--- config.mk ---
export PLATFORM = sky130hd
export DESIGN_NAME = trivium_xcrypt
export DESIGN_NICKNAME = d
export VERILOG_FILES = /design/src/rtl/trivium_pkg.sv /design/src/rtl/trivium_step.sv /design/src/rtl/trivium_xcrypt.sv
export SDC_FILE = /design/constraint.sdc
export NUM_CORES = 1
export LEC_CHECK = 0
export ABC_AREA = 1
export CAP_MARGIN = 20
export CORE_UTILIZATION = 60
export DETAILED_ROUTE_END_ITERATION = 8
export GPL_TIMING_DRIVEN = 0
export PLACE_DENSITY_LB_ADDON = 0.15
export SYNTH_ARGS = -nofsm -noshare
export SYNTH_HDL_FRONTEND = slang
export SYNTH_SLANG_ARGS = --single-unit
--- constraint.sdc ---
create_clock -name clk -period 23.9 [get_ports clk]
set_input_delay 2.39 -clock clk [delete_from_list [all_inputs] [get_ports clk]]
set_output_delay 2.39 -clock clk [all_outputs]
set_load 0.05 [all_outputs]
--- src/rtl/trivium_pkg.sv ---
`timescale 1ns/1ps
// trivium_pkg: shared constants, tap positions and FSM encoding for the
// Trivium stream-cipher datapath (trivium_step) and its wrapper (trivium_xcrypt).
// Cipher state bits are numbered s1..s288 and held in vectors of type
// logic [TRIV_N:1], so that bit k of the vector is s_k.
package trivium_pkg;

    localparam int TRIV_N     = 288;   // cipher state width
    localparam int INIT_STEPS = 1152;  // warm-up steps (4 full state cycles)

    // Output taps
    localparam int T1_A = 66;
    localparam int T1_B = 93;
    localparam int T2_A = 162;
    localparam int T2_B = 177;
    localparam int T3_A = 243;
    localparam int T3_B = 288;

    // Nonlinear AND pairs
    localparam int A1_X = 91;
    localparam int A1_Y = 92;
    localparam int A2_X = 175;
    localparam int A2_Y = 176;
    localparam int A3_X = 286;
    localparam int A3_Y = 287;

    // Cross-register feed taps
    localparam int F1 = 171;
    localparam int F2 = 264;
    localparam int F3 = 69;

    typedef enum logic [1:0] {
        ST_IDLE    = 2'd0,
        ST_INIT    = 2'd1,
        ST_RUN     = 2'd2,
        ST_EXHAUST = 2'd3
    } state_e;

    // Keystream width must divide 1152 and stay a power of two up to 64.
    function automatic bit legal_w(input int w);
        return (w == 1) || (w == 2) || (w == 4) || (w == 8) ||
               (w == 16) || (w == 32) || (w == 64);
    endfunction

endpackage

--- src/rtl/trivium_step.sv ---
`timescale 1ns/1ps
// trivium_step: purely combinational W-step Trivium state advance.
// Ports:
//   i_state [288:1] : current cipher state (bit k = s_k)
//   o_state [288:1] : state after W steps
//   o_z     [W-1:0] : keystream bits, o_z[i] produced by step i (i=0 first)
module trivium_step
    import trivium_pkg::*;
#(
    parameter int W = 8
) (
    input  logic [TRIV_N:1] i_state,
    output logic [TRIV_N:1] o_state,
    output logic [W-1:0]    o_z
);

    always_comb begin : p_step
        logic [TRIV_N:1] s;
        logic            t1;
        logic            t2;
        logic            t3;
        s   = i_state;
        o_z = '0;
        t1  = 1'b0;
        t2  = 1'b0;
        t3  = 1'b0;
        for (int i = 0; i < W; i++) begin
            t1     = s[T1_A] ^ s[T1_B];
            t2     = s[T2_A] ^ s[T2_B];
            t3     = s[T3_A] ^ s[T3_B];
            o_z[i] = t1 ^ t2 ^ t3;
            t1     = t1 ^ (s[A1_X] & s[A1_Y]) ^ s[F1];
            t2     = t2 ^ (s[A2_X] & s[A2_Y]) ^ s[F2];
            t3     = t3 ^ (s[A3_X] & s[A3_Y]) ^ s[F3];
            // Each of the three registers (s1..s93, s94..s177, s178..s288)
            // shifts up by one; the dropped top bit is replaced by the feedback
            // of the preceding register: s1<-t3, s94<-t1, s178<-t2.
            s      = {s[287:178], t2, s[176:94], t1, s[92:1], t3};
        end
        o_state = s;
    end

endmodule

--- src/rtl/trivium_xcrypt.sv ---
`timescale 1ns/1ps
// trivium_xcrypt: Trivium keystream XOR engine with valid/ready streaming.
// Ports:
//   clk, rst (async, active-high)
//   key_i[79:0], iv_i[79:0] : sampled when load_i=1 (load restarts from any state)
//   busy_o     : initialisation (1152 warm-up steps) in progress
//   key_ok_o   : keystream available (RUN)
//   din_valid_i/din_ready_o/din_i[W-1:0]    : input words
//   dout_valid_o/dout_ready_i/dout_o[W-1:0] : din XOR keystream, 1-cycle latency
//   err_o      : sticky; word counter wrapped, or data offered before a key
module trivium_xcrypt
    import trivium_pkg::*;
#(
    parameter int W     = 8,
    parameter int CNT_W = 32
) (
    input  logic         clk,
    input  logic         rst,
    input  logic [79:0]  key_i,
    input  logic [79:0]  iv_i,
    input  logic         load_i,
    output logic         busy_o,
    output logic         key_ok_o,
    input  logic         din_valid_i,
    output logic         din_ready_o,
    input  logic [W-1:0] din_i,
    output logic         dout_valid_o,
    input  logic         dout_ready_i,
    output logic [W-1:0] dout_o,
    output logic         err_o
);

    localparam int INIT_CYC = INIT_STEPS / W;

    generate
        if (!legal_w(W)) begin : g_illegal_w
            $error("trivium_xcrypt: W must be one of 1,2,4,8,16,32,64");
        end
    endgenerate

    state_e          r_fsm;
    state_e          w_fsm_nxt;
    logic [TRIV_N:1] r_state;
    logic [TRIV_N:1] w_state_nxt;
    logic [TRIV_N:1] w_load_state;
    logic [W-1:0]    w_z;
    logic [W-1:0]    r_dout;
    logic            r_dout_vld;
    logic [CNT_W-1:0] r_cnt;
    logic [CNT_W-1:0] w_cnt_inc;
    logic [10:0]     r_init_cnt;
    logic            r_err;
    logic            w_busy;
    logic            w_key_ok;
    logic            w_din_rdy;
    logic            w_din_hs;
    logic            w_wrap;
    logic            w_init_done;

    trivium_step #(.W(W)) u_step (
        .i_state (r_state),
        .o_state (w_state_nxt),
        .o_z     (w_z)
    );

    // s1..s80=key, s94..s173=iv, s286..s288=1, everything else 0.
    assign w_load_state = {3'b111, 108'd0, 4'd0, iv_i, 13'd0, key_i};

    assign w_din_rdy   = (r_fsm == ST_RUN) && (!r_dout_vld || dout_ready_i);
    // A load in the same cycle takes priority: the offered word is not consumed.
    assign w_din_hs    = w_din_rdy && din_valid_i && !load_i;
    assign w_cnt_inc   = r_cnt + CNT_W'(1);
    assign w_wrap      = (w_cnt_inc == '0);
    assign w_init_done = (r_init_cnt == 11'(INIT_CYC - 1));

    always_ff @(posedge clk or posedge rst) begin
        if (rst) begin
            r_fsm <= ST_IDLE;
        end else begin
            r_fsm <= w_fsm_nxt;
        end
    end

    always_comb begin
        w_fsm_nxt = r_fsm;
        w_busy    = 1'b0;
        w_key_ok  = 1'b0;
        case (r_fsm)
            ST_INIT: begin
                w_busy = 1'b1;
                if (w_init_done) begin
                    w_fsm_nxt = ST_RUN;
                end
            end
            ST_RUN: begin
                w_key_ok = 1'b1;
                if (w_din_hs && w_wrap) begin
                    w_fsm_nxt = ST_EXHAUST;
                end
            end
            default: begin
            end
        endcase
        if (load_i) begin
            w_fsm_nxt = ST_INIT;
        end
    end

    always_ff @(posedge clk or posedge rst) begin
        if (rst) begin
            r_state    <= '0;
            r_cnt      <= '0;
            r_init_cnt <= '0;
            r_dout     <= '0;
            r_dout_vld <= 1'b0;
            r_err      <= 1'b0;
        end else if (load_i) begin
            // Restart: any pending output word is dropped.
            r_state    <= w_load_state;
            r_cnt      <= '0;
            r_init_cnt <= '0;
            r_dout_vld <= 1'b0;
            r_err      <= 1'b0;
        end else begin
            if (r_fsm == ST_INIT) begin
                r_state    <= w_state_nxt;
                r_init_cnt <= r_init_cnt + 11'd1;
            end
            if (w_din_hs) begin
                r_state    <= w_state_nxt;
                r_dout     <= din_i ^ w_z;
                r_cnt      <= w_cnt_inc;
                r_dout_vld <= 1'b1;
            end else if (dout_ready_i) begin
                r_dout_vld <= 1'b0;
            end
            if ((w_din_hs && w_wrap) ||
                (din_valid_i && ((r_fsm == ST_IDLE) || (r_fsm == ST_INIT)))) begin
                r_err <= 1'b1;
            end
        end
    end

    assign busy_o       = w_busy;
    assign key_ok_o     = w_key_ok;
    assign din_ready_o  = w_din_rdy;
    assign dout_valid_o = r_dout_vld;
    assign dout_o       = r_dout;
    assign err_o        = r_err;

endmodule

==> results of run 1 <==
==> layout make-up <==
class	instances	area, um2
Sequential cell	343	8580
Fill cell	1979	6950
Timing Repair Buffer	187	1910
Buffer	105	459
Clock buffer	52	1070
Inverter	328	1240
Multi-Input combinational cell	1121	6080
Clock inverter	15	158
Tap cell	341	427
==> routing by layer <==
layer / up-vias / part of all wire
li1: 6630 / -
met3: 109 / 0.075
met2: 547 / 0.47
met4: 4 / 0.038
met1: 6817 / 0.42
met5: - / 0.00057
==> stage by stage <==
stage	cells	util	setup WS (ns)	hold WS (ns)
2_1_floorplan	1897	-	12.00	0.435
3_3_place_gp	2423	0.693	8.06	0.458
3_5_place_dp	2425	0.696	17.58	0.461
4_1_cts	2492	0.741	17.58	0.477
5_1_grt	2492	0.741	17.50	0.496
6_report	2492	0.741	17.59	0.483
==> power groups by stage <==
stage	Clock, uW	Combinational [uW]	Sequential (uW)
2_1_floorplan	0	96.1	640
3_3_place_gp	0	161	640
3_5_place_dp	0	166	641
4_1_cts	581	168	631
5_1_grt	605	187	634
6_report	577	169	631
==> sequential cells by signal (all words and copies together), names as in the netlist <==
register and flops:
r_cnt 32, r_init_cnt 11, dout_o 8, r_state 288, dout_valid_o 1, err_o 1, r_fsm 2
==> worst paths after layout <==
kind	start	to	cells after the start
setup / recovery	dout_ready_i	din_ready_o	5
hold / removal	r_init_cnt[10]$_DFFE_PP0P_	r_init_cnt[10]$_DFFE_PP0P_	1
setup reg to reg	r_cnt[1]$_DFFE_PP0P_	err_o$_DFFE_PP0P_	13
hold reg to reg	r_init_cnt[10]$_DFFE_PP0P_	r_init_cnt[10]$_DFFE_PP0P_	1
max in group asynchronous	rst	r_state[100]$_DFFE_PP0P_	3
min in group asynchronous	rst	r_fsm[0]$_DFFE_PP0P_	2
==> placed cells by master (no fill, tap or decap), types with 2 or more instances in the layout <==
cell type and instances:
nand2_1 371, clkbuf_16 37, clkdlybuf4s50_1 185, dfrtp_1 343, buf_16 2, clkbuf_1 65, nor2_1 76, buf_2 28
inv_2 4, bufinv_16 3, clkbuf_8 9, o21ai_1 2, a31oi_1 2, buf_1 13, inv_1 321, and2_1 2
nor2_2 5, o21ai_0 216, buf_4 2, nand3_1 31, nor2_4 6, a21oi_1 17, nor4_1 2, clkinv_2 10
xor2_1 67, buf_6 3, ha_1 2, inv_6 2, nand2_4 3, nand4_1 4, xnor2_1 28, clkinv_1 2
o22ai_1 116, nand2_2 7, o211ai_1 158
==> worst reg2reg max path, stage by stage, from the launching register on <==
cell     delay [ns]
dfrtp_1        0.40
ha_1           0.22
nand2_2        0.10
nor2_4         0.15
nand2_1        0.11
nor2_1         0.31
nand2_1        0.09
nand2_1        0.06
nand2_1        0.06
nor2_1         0.09
nand2_1        0.07
nor2_2         0.11
nand3_2        0.12
a21oi_2        0.13
==> cells by family after synthesis <==
| logic type | Yosys count | share of synthesized area |
|---|---|---|
| fa+ha+maj | 2 | 0.00153 |
| buf+inv | 433 | 0.103 |
| xor+xnor | 95 | 0.0509 |
| flops | 343 | 0.525 |
| compound gates | 514 | 0.191 |
| simple gates | 510 | 0.128 |
==> impl_metrics.py, run 1 <==
metrics = {
    "critical_path": {
        "cp_top_family": "buffers and inverters",
        "crit_path_start_kind": "input port",
        "cp_num_buf_inv": 3,
        "cp_max_fo": 3,
        "crit_path_end_kind": "primary output",
        "crit_chain": "clkdlybuf4s50_1 > inv_1 > nand2_1 > and2_1 > clkdlybuf4s50_1",
        "required_ns": 21.51,
        "worst_path_max_delay_cell": "clkdlybuf4s50_1",
        "crit_top_cell": "clkdlybuf4s50_1",
        "regToRegSetupSlack_ns": 21.78,
        "critical_path_class": "in -> out",
        "cpPeakStageDelay_ns": 0.80,
        "cp.arrival_ns": 3.92,
    },
    "final_layout": {
        "finalNetCount": 2298,
        "drive_above_1_share": 0.0586,
        "postLayoutCellArea_um2": 19900,
        "num_antenna_cells": 0,
        "area_delta_synth_final_pct": 21.8,
    },
    "route": {
        "drt-total-wl_um": 43800,
        "drt_pass1_iterations": 5,
        "dr.first_iter.drc_count": 1291,
        "wire_per_inst_um": 17.6,
        "drc_errors": 0,
        "vias": 14100,
        "via_per_inst": 5.66,
        "antenna_left": 0,
    },
    "min_path": {
        "hold_class": "reg -> reg",
    },
    "clock_network": {
        "cts_buffer_depth": 3,
        "cts_resized": 0,
        "clk_latency_ns": 0.52,
        "cts-root-buf": "clkbuf_16",
        "cts_tree": "yes",
        "cts_setup_buffers": 0,
        "hold_buffers": 0,
        "cts_buffers": 37,
        "clkTransAtPathRegs_ns": 0.06,
        "cts_sinks": 343,
        "htree_levels": 2,
    },
    "synth": {
        "yosys_warnings": 0,
        "syn_area_um2": 16400,
        "synth.ff_latch_count": 343,
        "ys_async_sr_fraction": 1.00,
        "ys_seq_area_frac": 0.525,
        "ys.flop_type": "dfrtp_1",
        "synth_edf_count": 0,
        "yosysTopAreaCell": "dfrtp_1",
        "synth_area_leaders": "dfrtp_1, nand2_1, inv_1",
        "syn_nets": 2072,
        "avgSynthCellArea_um2": 8.62,
        "yosysMostFrequentCell": "nand2_1",
        "synthCells": 1897,
        "yosysUniqueCellTypes": 34,
        "synth_top_area_frac": 0.525,
        "synthTopCellsByCount": "nand2_1, dfrtp_1, inv_1, o21ai_0, o211ai_1",
    },
    "timing": {
        "setup-violations-final": 0,
        "layout_min_cycle_time_ns": 6.31,
        "skew_ns": 0.0139,
        "fin_setup_tns_ns": 0,
        "drv_slew": 0,
        "fmaxAchievable_mhz": 158,
        "max_slew_margin": 0.414,
        "hold_viol": 0,
        "tightestPinTransition_ns": 0.879,
        "fin_crit_sh": 0.264,
        "rsz0062_at_grt": "no",
    },
    "global_route": {
        "grt_pass1_wl_um": 71000,
        "globalRoute.busiestLayer": "met2",
        "use_met3": 0.0633,
        "grt_pass1_vias": 13900,
        "grt_max_degree": 137,
        "antenna_found_initial": 3,
        "use_met2": 0.513,
        "grt_util_all_layers": 0.321,
        "grtUsageMet1": 0.434,
        "overflow": 0,
    },
    "pwr": {
        "swShare": 0.250,
        "clkPwrFrac": 0.419,
        "p_sw_uw": 344,
        "power.density_nw_per_um2": 69.1,
        "leakagePower_uw": 0.00892,
        "internal_power_uw": 1030,
        "irDropWorstVdd_mv": 0.0569,
        "pwr-share-seq": 0.458,
        "pwr-share-comb": 0.123,
        "total_power_uw": 1380,
    },
    "placement": {
        "port_buffers": 185,
        "placed_cell_area_um2": 18700,
        "dp_hpwl_um": 31900,
        "gp_congestion": 0.968,
    },
    "die": {
        "std_cell_rows": 60,
        "core_um2": 26900,
        "dieArea_um2": 27900,
        "die_h_um": 167,
        "ios": 186,
        "die_x_um": 167,
        "start_util": 0.608,
    },
    "flow_run": {
        "drv_cap": 0,
    },
    "run_status": {
        "status": "completed",
    },
}
Note: power is estimated with default switching activity, not from simulation.
==> inputs of run 2 (changes only) <==
CORE_UTILIZATION = 51   (was 60)
clock period = 5.66 ns   (was 23.9 ns; I/O delays follow)
==> run 2 against run 1 <==
  * Non-clock buffer count up 8
  * Via count down 1.3%
  * Highest routed layer unchanged
  * First-iteration DRC count down 25%
  * Clock skew up 0.0036 ns
  * Combinational power rose to 4.3 times the previous value
  * Core utilization down 10 points
  * Worst setup slack worse by 15 ns
  * Flip-flop and latch count unchanged
  * Largest cell class unchanged
  * Critical path depth unchanged
  * Largest power group unchanged
  * Hold slack worse by 0.065 ns
  * Sequential share of layout area down 0.67 points
  * Power rose to 4.3 times the previous value
==> impl_metrics.py, run 2 (synthesis gave the netlist of run 1 again) <==
metrics = {
    "run_status": {
        "status": "completed",
    },
    "critical_path": {
        "crit_path_start_kind": "input port",
        "crit_path_end_kind": "primary output",
        "cp_max_fo": 3,
        "cp.arrival_ns": 2.12,
        "critical_path_class": "in -> out",
        "required_ns": 5.09,
    },
    "flow_run": {
        "drv_cap": 0,
    },
    "final_layout": {
        "largest_reg_flops": 288,
        "multi_input_area_um2": 6080,
        "fill_cells": 2687,
        "final_cell_mix": "nand2_1, dfrtp_1, inv_1",
        "final_common_cell": "nand2_1",
        "fin_cells": 2562,
        "finalNetCount": 2307,
        "top_regs": "r_state: 288 flops, r_cnt: 32 flops, r_init_cnt: 11 flops",
        "regMostFlops": "r_state",
        "drive_above_1_share": 0.0630,
        "area_delta_synth_final_pct": 23.8,
        "seq_area_um2": 8580,
    },
    "placement": {
        "port_buffers": 185,
        "dp_cells": 2494,
        "gp_congestion": 0.926,
        "dp_hpwl_um": 33200,
    },
    "timing": {
        "fin_crit_sh": 0.475,
        "layout_min_cycle_time_ns": 2.69,
        "hold_viol": 0,
        "fmaxAchievable_mhz": 372,
        "tightestPinTransition_ns": 0.863,
        "hold_slack_ns": 0.418,
        "rsz0062_at_grt": "no",
        "skew_ns": 0.0175,
        "setup-violations-final": 0,
        "drv_slew": 0,
        "max_slew_margin": 0.425,
        "fin_setup_tns_ns": 0,
    },
    "die": {
        "start_util": 0.518,
        "die_x_um": 181,
        "std_cell_rows": 65,
        "core_um2": 31600,
        "ios": 186,
        "dieArea_um2": 32800,
        "die_h_um": 181,
    },
    "clock_network": {
        "cts-root-buf": "clkbuf_16",
        "cts_buffer_depth": 3,
        "cts_resized": 0,
        "cts_setup_buffers": 0,
        "clk_latency_ns": 0.53,
        "cts_buffers": 38,
        "cts_tree": "yes",
        "hold_buffers": 0,
        "clkTransAtPathRegs_ns": 0.06,
        "cts_sinks": 343,
        "htree_levels": 2,
    },
    "pwr": {
        "total_power_uw": 5970,
        "power.density_nw_per_um2": 295,
        "leakagePower_uw": 0.00902,
        "irDropWorstVdd_mv": 0.313,
    },
    "global_route": {
        "antenna_found_initial": 4,
        "grt_util_all_layers": 0.276,
        "grt_max_degree": 46,
        "grt_pass1_vias": 13700,
        "overflow": 0,
        "grt_pass1_wl_um": 71200,
    },
    "route": {
        "wire_per_inst_um": 17.2,
        "drc_errors": 0,
        "dr.first_iter.drc_count": 971,
        "antenna_left": 0,
        "drt-total-wl_um": 44200,
        "vias": 13900,
        "drt_pass1_iterations": 5,
        "via_per_inst": 5.43,
    },
    "min_path": {
        "hold_class": "in -> async",
    },
}
[run 2: power by group]
part / internal [uW] / switching (uW) / leakage (uW) / total, uW
Combinational: 310 / 415 / 0.00408 / 724
Sequential: 2600 / 63.1 / 0.00429 / 2660
Clock: 1580 / 1000 / 0.000652 / 2590
[run 2: worst max-delay path, cell delays in order]
cell and delay (ns):
clkdlybuf4s50_1 0.46, inv_1 0.04, nand2_1 0.08, and2_1 0.17, clkdlybuf4s50_1 0.81
[run 2: final cells by class]
type / count / share of cell area
Antenna cell: 2 / 0.000247
Buffer: 105 / 0.0227
Clock buffer: 54 / 0.0564
Clock inverter: 12 / 0.00859
Inverter: 328 / 0.0610
Multi-Input combinational cell: 1121 / 0.300
Sequential cell: 343 / 0.424
Tap cell: 402 / 0.0249
Timing Repair Buffer: 195 / 0.102
[run 2: worst paths after layout]
kind / from / endpoint / slack [ns] / cells after the start
hold reg to reg: r_init_cnt[10]$_DFFE_PP0P_ / r_init_cnt[10]$_DFFE_PP0P_ / 0.48 / 1
hold / removal: rst / r_state[55]$_DFFE_PP0P_ / 0.42 / 2
min in group clk: r_init_cnt[10]$_DFFE_PP0P_ / r_init_cnt[10]$_DFFE_PP0P_ / 0.48 / 1
setup reg to reg: r_fsm[0]$_DFFE_PP0P_ / r_state[176]$_DFFE_PP0P_ / 3.51 / 9
setup / recovery: dout_ready_i / din_ready_o / 2.97 / 5
max in group asynchronous: rst / r_state[208]$_DFFE_PP0P_ / 3.58 / 8
[run 2: layer usage]
| metal | GRT usage | vias to the layer above | share of wire |
|---|---|---|---|
| met5 | 0 | - | 0.00093 |
| met4 | 0.0919 | 6 | 0.030 |
| met3 | 0.0530 | 94 | 0.065 |
| met2 | 0.437 | 449 | 0.46 |
| met1 | 0.381 | 6714 | 0.44 |
| li1 | - | 6654 | - |
[run 2: stage by stage]
step / utilization / cell area [um2] / worst slack, ns
2_1_floorplan: - / 16400 / 0.506
5_1_grt: 0.641 / 20200 / 2.94
4_1_cts: 0.641 / 20200 / 2.96
3_3_place_gp: 0.593 / 18700 / -1.82
6_report: 0.641 / 20200 / 2.97
3_5_place_dp: 0.600 / 18900 / 2.61
==> inputs of run 3 (changes only) <==
clock period = 2.2 ns   (was 5.66 ns; I/O delays follow)
==> run 3 against run 2 <==
  * Non-clock buffer count rose by 2
  * Sequential share of layout area rose by 0.20 points
  * Via count fell by 0.47%
  * Worst setup slack got worse by 2.9 ns
  * First-iteration DRC count rose by 3.4%
  * Wire length rose by 0.71%
  * Register-to-register slack got worse by 3.4 ns
  * Combinational power rose to 2.6 times the previous value
  * Die area did not move
  * Hold slack got worse by 0.34 ns
  * Critical endpoint is now r_state[185]$_DFFE_PP0P_
==> impl_metrics.py, run 3 (synthesis gave the netlist of run 1 again) <==
metrics = {
    "run_status": {
        "status": "completed",
    },
    "die": {
        "ios": 186,
        "dieArea_um2": 32800,
        "die_x_um": 181,
        "std_cell_rows": 65,
        "core_um2": 31600,
        "die_h_um": 181,
        "start_util": 0.518,
    },
    "clock_network": {
        "cts_tree": "yes",
        "cts_buffer_depth": 3,
        "clkTransAtPathRegs_ns": 0.06,
        "cts_sinks": 343,
        "hold_buffers": 0,
        "clk_latency_ns": 0.53,
        "cts_buffers": 37,
        "cts-root-buf": "clkbuf_16",
        "htree_levels": 2,
    },
    "global_route": {
        "overflow": 0,
        "antenna_found_initial": 4,
        "grt_pass1_wl_um": 71600,
        "grt_pass1_vias": 13800,
        "grt_max_degree": 44,
        "grt_util_all_layers": 0.278,
    },
    "timing": {
        "hold_slack_ns": 0.0818,
        "tightestPinTransition_ns": 0.681,
        "fmaxAchievable_mhz": 476,
        "fin_crit_sh": 0.954,
        "skew_ns": 0.0209,
        "setup_ws_ns": 0.101,
        "hold_viol": 0,
        "setup-violations-final": 0,
        "layout_min_cycle_time_ns": 2.10,
        "max_slew_margin": 0.546,
        "drv_slew": 0,
        "rsz0062_at_grt": "yes",
    },
    "final_layout": {
        "postLayoutCellArea_um2": 20100,
        "finalNetCount": 2308,
        "area_delta_synth_final_pct": 23.2,
        "final_cell_mix": "nand2_1, dfrtp_1, inv_1",
        "largest_reg_flops": 288,
        "drive_above_1_share": 0.0643,
        "fin_cells": 2563,
        "final_common_cell": "nand2_1",
        "regMostFlops": "r_state",
        "fin_util": 0.638,
        "top_regs": "r_state: 288 flops, r_cnt: 32 flops, r_init_cnt: 11 flops",
        "num_antenna_cells": 0,
    },
    "placement": {
        "dp_cells": 2493,
        "port_buffers": 185,
        "pre_cts_slack_ns": -0.498,
        "gp_congestion": 0.919,
        "dp_hpwl_um": 33000,
        "placed_cell_area_um2": 18900,
    },
    "min_path": {
        "hold_class": "in -> async",
    },
    "critical_path": {
        "ff2ff_path_depth": 10,
        "cp_max_fo": 10,
        "timing.rr.start": "r_fsm[0]$_DFFE_PP0P_",
        "required_ns": 2.58,
        "crit_path_start_kind": "flip-flop",
        "cp.arrival_ns": 2.48,
        "rr_endpoint": "r_state[185]$_DFFE_PP0P_",
        "crit_path_end_kind": "flip-flop",
        "regToRegSetupSlack_ns": 0.10,
        "critical_path_class": "reg -> reg",
    },
    "pwr": {
        "leakagePower_uw": 0.00897,
        "irDropWorstVdd_mv": 0.454,
        "power.density_nw_per_um2": 737,
    },
    "route": {
        "wire_per_inst_um": 17.4,
        "via_per_inst": 5.40,
        "vias": 13900,
        "drt_pass1_iterations": 5,
        "drt-total-wl_um": 44500,
        "dr.first_iter.drc_count": 1004,
        "drc_errors": 0,
        "antenna_left": 0,
    },
    "flow_run": {
        "drv_cap": 0,
    },
}
-- run 3: timing repair --
item | CTS | global route
buffers inserted | 0 | 3
pin swaps | 0 | 2
gates resized for setup | 3 | 9
gates cloned | 0 | 0
setup endpoints to repair | 6 | 45
-- run 3: report_power, final --
| group | switching, uW | total [uW] | internal (uW) | leakage (uW) |
|---|---|---|---|---|
| Sequential | 165 | 6850 | 6690 | 0.00429 |
| Combinational | 1070 | 1860 | 792 | 0.00408 |
| Clock | 2530 | 6140 | 3610 | 0.000593 |
-- run 3: cell type report --
cell class | count | area (um2)
Fill cell | 2746 | 11400
Sequential cell | 343 | 8580
Multi-Input combinational cell | 1121 | 6110
Timing Repair Buffer | 197 | 2050
Inverter | 328 | 1240
Clock buffer | 57 | 1110
Tap cell | 402 | 503
Buffer | 105 | 462
Clock inverter | 10 | 88.8
-- run 3: worst max-delay path: stages (launching register included) --
cell and delay [ns]:
dfrtp_1 0.42, nand2_2 0.16, inv_2 0.06, nor2_1 0.22, nand2_4 0.19, inv_4 0.17, nor2_4 0.06, inv_2 0.17
buf_6 0.18, buf_2 0.23, o22ai_1 0.10
-- run 3: routing by layer --
metal  up-vias  part of all wire  track usage
met5         -            0.0011            0
met4         8             0.033        0.100
met3       100             0.063       0.0566
met2       427              0.46        0.437
met1      6660              0.44        0.383
li1       6657                 -            -
-- run 3: stage by stage --
| stage | setup TNS (ns) | total power (uW) |
|---|---|---|
| final | 0 | 14900 |
| after detailed placement | -64.41 | 8810 |
| after floorplan | -894.72 | 8000 |
| after global placement | -1745.73 | 8730 |
| after CTS | 0 | 14900 |
| after global routing | -0.0697 | 15400 |
-- run 3: worst max path at each step --
stage | slack, ns | to | from | cells past startpoint
after floorplan | -2.61 | dout_o[0]$_DFFE_PP0P_ | rst | 1
after global placement | -4.96 | r_state[225]$_DFFE_PP0P_ | rst | 2
after detailed placement | -0.50 | r_state[103]$_DFFE_PP0P_ | load_i | 7
after CTS | 0.03 | r_state[104]$_DFFE_PP0P_ | load_i | 7
after global routing | -0.06 | err_o$_DFFE_PP0P_ | r_cnt[1]$_DFFE_PP0P_ | 13
final | 0.10 | r_state[185]$_DFFE_PP0P_ | r_fsm[0]$_DFFE_PP0P_ | 10
